<file path="config.mk">
export PLATFORM = sky130hd
export DESIGN_NAME = lm_sm_sequencer
export DESIGN_NICKNAME = d
export VERILOG_FILES = /design/src/rtl/lm_sm_sequencer.sv
export SDC_FILE = /design/constraint.sdc
export NUM_CORES = 1
export LEC_CHECK = 0
export CORE_UTILIZATION = 56
export DETAILED_ROUTE_END_ITERATION = 10
export PLACE_DENSITY_LB_ADDON = 0.08
export SYNTH_ARGS = -nofsm -noshare
export SYNTH_HDL_FRONTEND = slang
export SYNTH_SLANG_ARGS = --single-unit
export TNS_END_PERCENT = 100
</file>
<file path="constraint.sdc">
create_clock -name clk -period 2.74 [get_ports clk]
set_clock_uncertainty 0.1 [all_clocks]
set_input_delay 0.685 -clock clk [delete_from_list [all_inputs] [get_ports clk]]
set_output_delay 0.685 -clock clk [all_outputs]
set_load 0.01 [all_outputs]
</file>
<file path="src/rtl/lm_sm_sequencer.sv">
// lm_sm_sequencer
//   Expands LM/SM (load/store multiple) instructions into one beat per
//   register named in the 8-bit register list. All other instructions pass
//   through as a single beat. While a multi-beat sequence is in flight,
//   fetch_stall holds the PC and the IF/ID register.
//
// Ports
//   clk, rst          : clock, asynchronous active-high reset
//   inst_in           : instruction from IF/ID ([15:12] opcode, [7:0] reg list)
//   inst_valid        : qualifies inst_in
//   stall_in          : downstream hazard stall, freezes all state
//   flush             : squashes the current and pending beats (beats stall_in)
//   inst_out          : registered instruction for the decoder/controller
//   out_valid         : qualifies inst_out
//   reg_sel, addr_off : register index and memory word offset of this beat
//   first_beat        : first beat of an instruction
//   last_beat         : final beat of an instruction
//   fetch_stall       : high while further beats remain (state == SEQ)
module lm_sm_sequencer #(
    parameter logic [3:0] OPC_LM = 4'b0110,
    parameter logic [3:0] OPC_SM = 4'b0111
) (
    input  logic        clk,
    input  logic        rst,
    input  logic [15:0] inst_in,
    input  logic        inst_valid,
    input  logic        stall_in,
    input  logic        flush,
    output logic [15:0] inst_out,
    output logic        out_valid,
    output logic [2:0]  reg_sel,
    output logic [2:0]  addr_off,
    output logic        first_beat,
    output logic        last_beat,
    output logic        fetch_stall
);
    typedef enum logic {IDLE = 1'b0, SEQ = 1'b1} state_t;

    state_t      state;
    logic [7:0]  rem;       // registers still to be emitted
    logic [15:0] lat_inst;  // instruction being expanded

    // Index of the lowest set bit; the scan runs high-to-low so the
    // lowest set bit is the last one to win.
    function automatic logic [2:0] low_idx(input logic [7:0] v);
        logic [2:0] idx;
        idx = 3'd0;
        for (int i = 7; i >= 0; i--)
            if (v[i]) idx = 3'(i);
        return idx;
    endfunction

    logic [7:0] list;
    logic       is_lmsm;
    logic [7:0] list_rest;  // list with its lowest set bit cleared
    logic [7:0] rem_rest;   // rem with its lowest set bit cleared

    assign list      = inst_in[7:0];
    assign is_lmsm   = (inst_in[15:12] == OPC_LM) || (inst_in[15:12] == OPC_SM);
    assign list_rest = list & (list - 8'd1);
    assign rem_rest  = rem & (rem - 8'd1);

    assign fetch_stall = (state == SEQ);

    always_ff @(posedge clk or posedge rst) begin
        if (rst) begin
            state      <= IDLE;
            rem        <= 8'h00;
            lat_inst   <= 16'h0000;
            inst_out   <= 16'h0000;
            out_valid  <= 1'b0;
            reg_sel    <= 3'd0;
            addr_off   <= 3'd0;
            first_beat <= 1'b0;
            last_beat  <= 1'b0;
        end else if (flush) begin
            state      <= IDLE;
            rem        <= 8'h00;
            inst_out   <= 16'h0000;
            out_valid  <= 1'b0;
            reg_sel    <= 3'd0;
            addr_off   <= 3'd0;
            first_beat <= 1'b0;
            last_beat  <= 1'b0;
        end else if (!stall_in) begin
            // Bubble unless a beat is produced below.
            inst_out   <= 16'h0000;
            out_valid  <= 1'b0;
            reg_sel    <= 3'd0;
            addr_off   <= 3'd0;
            first_beat <= 1'b0;
            last_beat  <= 1'b0;
            case (state)
                IDLE: begin
                    if (inst_valid) begin
                        if (!is_lmsm) begin
                            inst_out   <= inst_in;
                            out_valid  <= 1'b1;
                            first_beat <= 1'b1;
                            last_beat  <= 1'b1;
                        end else if (list != 8'h00) begin
                            inst_out   <= inst_in;
                            out_valid  <= 1'b1;
                            reg_sel    <= low_idx(list);
                            first_beat <= 1'b1;
                            last_beat  <= (list_rest == 8'h00);
                            rem        <= list_rest;
                            lat_inst   <= inst_in;
                            state      <= (list_rest != 8'h00) ? SEQ : IDLE;
                        end
                        // An empty list leaves the bubble in place.
                    end
                end
                SEQ: begin
                    inst_out  <= lat_inst;
                    out_valid <= 1'b1;
                    reg_sel   <= low_idx(rem);
                    // At most 8 beats, so the offset tops out at 7.
                    addr_off  <= addr_off + 3'd1;
                    last_beat <= (rem_rest == 8'h00);
                    rem       <= rem_rest;
                    if (rem_rest == 8'h00) state <= IDLE;
                end
                default: state <= IDLE;
            endcase
        end
    end
endmodule

</file>
==> results.tsv, run 1 <==
metric	value	unit
n_fill_cell	300	
ys_ff_latch	49	
clockRootBuffer	clkbuf_8	
first_pass_iters	5	
syn-num-nets	285	
holdPathEnd	lat_inst[0]	
r2r_start	rem[4]	
setup.worst_path.class	in2reg	
start_util	0.6048	
critPathRequiredTime	2.81	ns
worst_slack	0.2295	ns
final_net_count	342	
worst_slew_pin_slew	0.6823	ns
fin_crit_sh	0.9162	
grt_pass1_wl	10310	um
cts_tree	yes	
yosys_warnings	0	
synth_flop_cell	dfrtp_1	
drc	0	
fin_hold_ws	0.3920	ns
worst_setup_path_start_kind	input port	
io_pins	47	
drt_iter0_markers	180	
antenna_found_initial	0	
std_cell_rows	23	
yosysSeqAreaShare	0.4893	
die_h	68.90	um
relSlewSlack	0.5435	
multi_input_area	0.001136	mm^2
clockBufferDepth	2	
postCtsSetupBuffers	0	
drt.antenna.violating_nets	0	
grt_setup_unrepaired	false	
r2r_slack	0.59	ns
hold_path.startpoint	lat_inst[0]	
path_max_fanout	8	
seq_area	0.001226	mm^2
synth_area	0.002506	mm^2
synthCells	263	
cts_inserted_buffers	5	
drv_cap	0	
finalSetupViolations	0	
peakVddDrop	0.3233	mV
r2r_end	last_beat	
tns	0	ns
hold_violations	0	
cts.clk_slew.worst_paths	0.08	ns
hold_path_class	reg2reg	
r2r_cells	5	
synthDistinctLibCells	46	
worstPathArrival	2.58	ns
slew_viol_final	0	
fmax	398.3	MHz
drive_gt1_frac	0.1313	
clk_latency	0.30	ns
outcome	finished clean	
powerDensity	465.5	mW/mm^2
clock-sinks	49	
crit_path_end_kind	flop	
synth.avg_cell_area	9.529	um^2
dieArea	0.004747	mm^2
routed_wl	6378	um
grt-ovfl-total	0	
dpl.hpwl	4523	um
hold_depth	1	
htreeDepth	2	
wire_per_inst	17.24	um
dp_slack	-0.03414	ns
p_leak	0.001445	uW
die_w	68.90	um
grtUsageTotal	0.3006	
cts_hold_buf	0	
viasPerCell	5.984	
core_area	0.004144	mm^2
area_growth	28.26	%
ctsResizeCount	0	
globalplace.congestion	1.038	
insertedDiodeCount	0	
synth_edf_count	0	
num_vias	2214	
final_core_util	0.7757	
port_buffers	46	
grt_max_degree	38	
grt_pass1_vias	2166	
ys_async_sr_fraction	1.000	
finalCriticalPeriod	2.510	ns
[area by class of cell]
| cell class | count | share of cell area |
|---|---|---|
| sequential | 49 | 0.3815 |
| multi-input combinational | 182 | 0.3534 |
| timing repair buffer | 68 | 0.2024 |
| clock buffer | 7 | 0.02686 |
| tap | 50 | 0.01946 |
| inverter | 14 | 0.01635 |
[through the flow]
stage / cells / total power, uW / cell area [um^2]
after floorplan: 263 / 958.9 / 2506
after global placement: 363 / 1072 / 3128
after detailed placement: 363 / 1085 / 3128
after CTS: 370 / 1502 / 3214
after global routing: 370 / 1557 / 3214
final: 370 / 1496 / 3214
[worst max-delay path, cell delays in order]
cell and delay (ns):
clkdlybuf4s50_1 0.47, nor4_2 0.42, nand2_1 0.20, o211a_2 0.35, a222oi_1 0.37, inv_1 0.08
[sequential cells by signal, indices dropped and copies added, names as in the netlist]
| register | cells |
|---|---|
| inst_out | 16 |
| lat_inst | 16 |
| rem | 7 |
| addr_off | 3 |
| reg_sel | 3 |
| fetch_stall | 1 |
| first_beat | 1 |
| last_beat | 1 |
| out_valid | 1 |
[worst max-delay path by stage]
stage	depth (start not counted)	slack (ns)	startpoint	to
after floorplan	7	0.48	inst_in[4]	lat_inst[2]
after global placement	6	0.03	inst_in[0]	reg_sel[2]
after detailed placement	6	-0.03	inst_in[0]	inst_out[9]
after CTS	6	0.22	inst_in[0]	inst_out[9]
after global routing	6	0.06	inst_in[1]	last_beat
final	6	0.23	inst_in[0]	inst_out[9]
[cells in the final DEF, fill, tap and decap left out, types with 6 or more instances in the layout]
master           Yosys  routed
a211oi_1             7       7
nor2b_1             15      15
dfrtp_1             49      49
buf_4                2      20
inv_1               14      13
a21oi_1             15      15
nor3_1              14      14
nor2_1              32      32
clkdlybuf4s50_1      0      46
o21ai_0             19      19
clkbuf_8             0       6
a222oi_1             7       7
mux2_2               8       8
nand2_1             17      17
[cell families (layout without fill, tap and decap cells)]
kind of cell,count (synthesis),count (layout),share of synthesized area
buf+inv,32,89,0.05741
fa+ha+maj,4,4,0.01697
compound gates,67,67,0.1807
flops,49,49,0.4893
simple gates,98,98,0.1972
mux,13,13,0.05841
[Yosys cell counts, types with 2 or more instances]
master / number / area, um^2
nor3_1: 14 / 70.07
nand3_1: 2 / 10.01
inv_1: 14 / 52.55
nor2_1: 32 / 120.1
a222oi_1: 7 / 70.07
nand2_1: 17 / 63.81
buf_4: 2 / 15.01
clkbuf_1: 10 / 37.54
nor2b_1: 15 / 93.84
or4_1: 2 / 15.01
buf_1: 3 / 11.26
mux2_1: 5 / 56.30
o21a_1: 2 / 15.01
a21oi_1: 15 / 75.07
o21ai_0: 19 / 95.09
or2_1: 2 / 12.51
a211oi_1: 7 / 52.55
mux2_2: 8 / 90.09
buf_6: 2 / 22.52
nor4_1: 2 / 12.51
dfrtp_1: 49 / 1226
maj3_1: 3 / 30.03
a22oi_1: 3 / 22.52
o21bai_1: 2 / 15.01
a2111oi_0: 4 / 35.03
or3_1: 2 / 12.51
[per-layer routing]
metal,up-vias,part of all wire,GRT usage
met4,0,0.026,0.1276
met2,79,0.50,0.5121
met1,1071,0.42,0.3767
met3,17,0.054,0.04770
met5,-,0,0
li1,1047,-,-
[report_power, final]
part	total [uW]	switching (uW)	internal (uW)	leakage, uW
logic	253	123	130	0.000748
clock network	424	223	201	0.0000443
registers	820	36.3	784	0.000653
total	1500	382	1110	0.00145
(Power assumes the default switching activity.)
==> run 2: changes to the inputs <==
Settings changed: SLEW_MARGIN set to 0.
==> results of run 2 <==
No change in the layout: final DEF, timing and power equal those of run 1.
==> run 3: changes to the inputs <==
Settings changed: SETUP_SLACK_MARGIN set to 0.05.
==> results of run 3 <==
No change in the layout: final DEF, timing and power equal those of run 1.
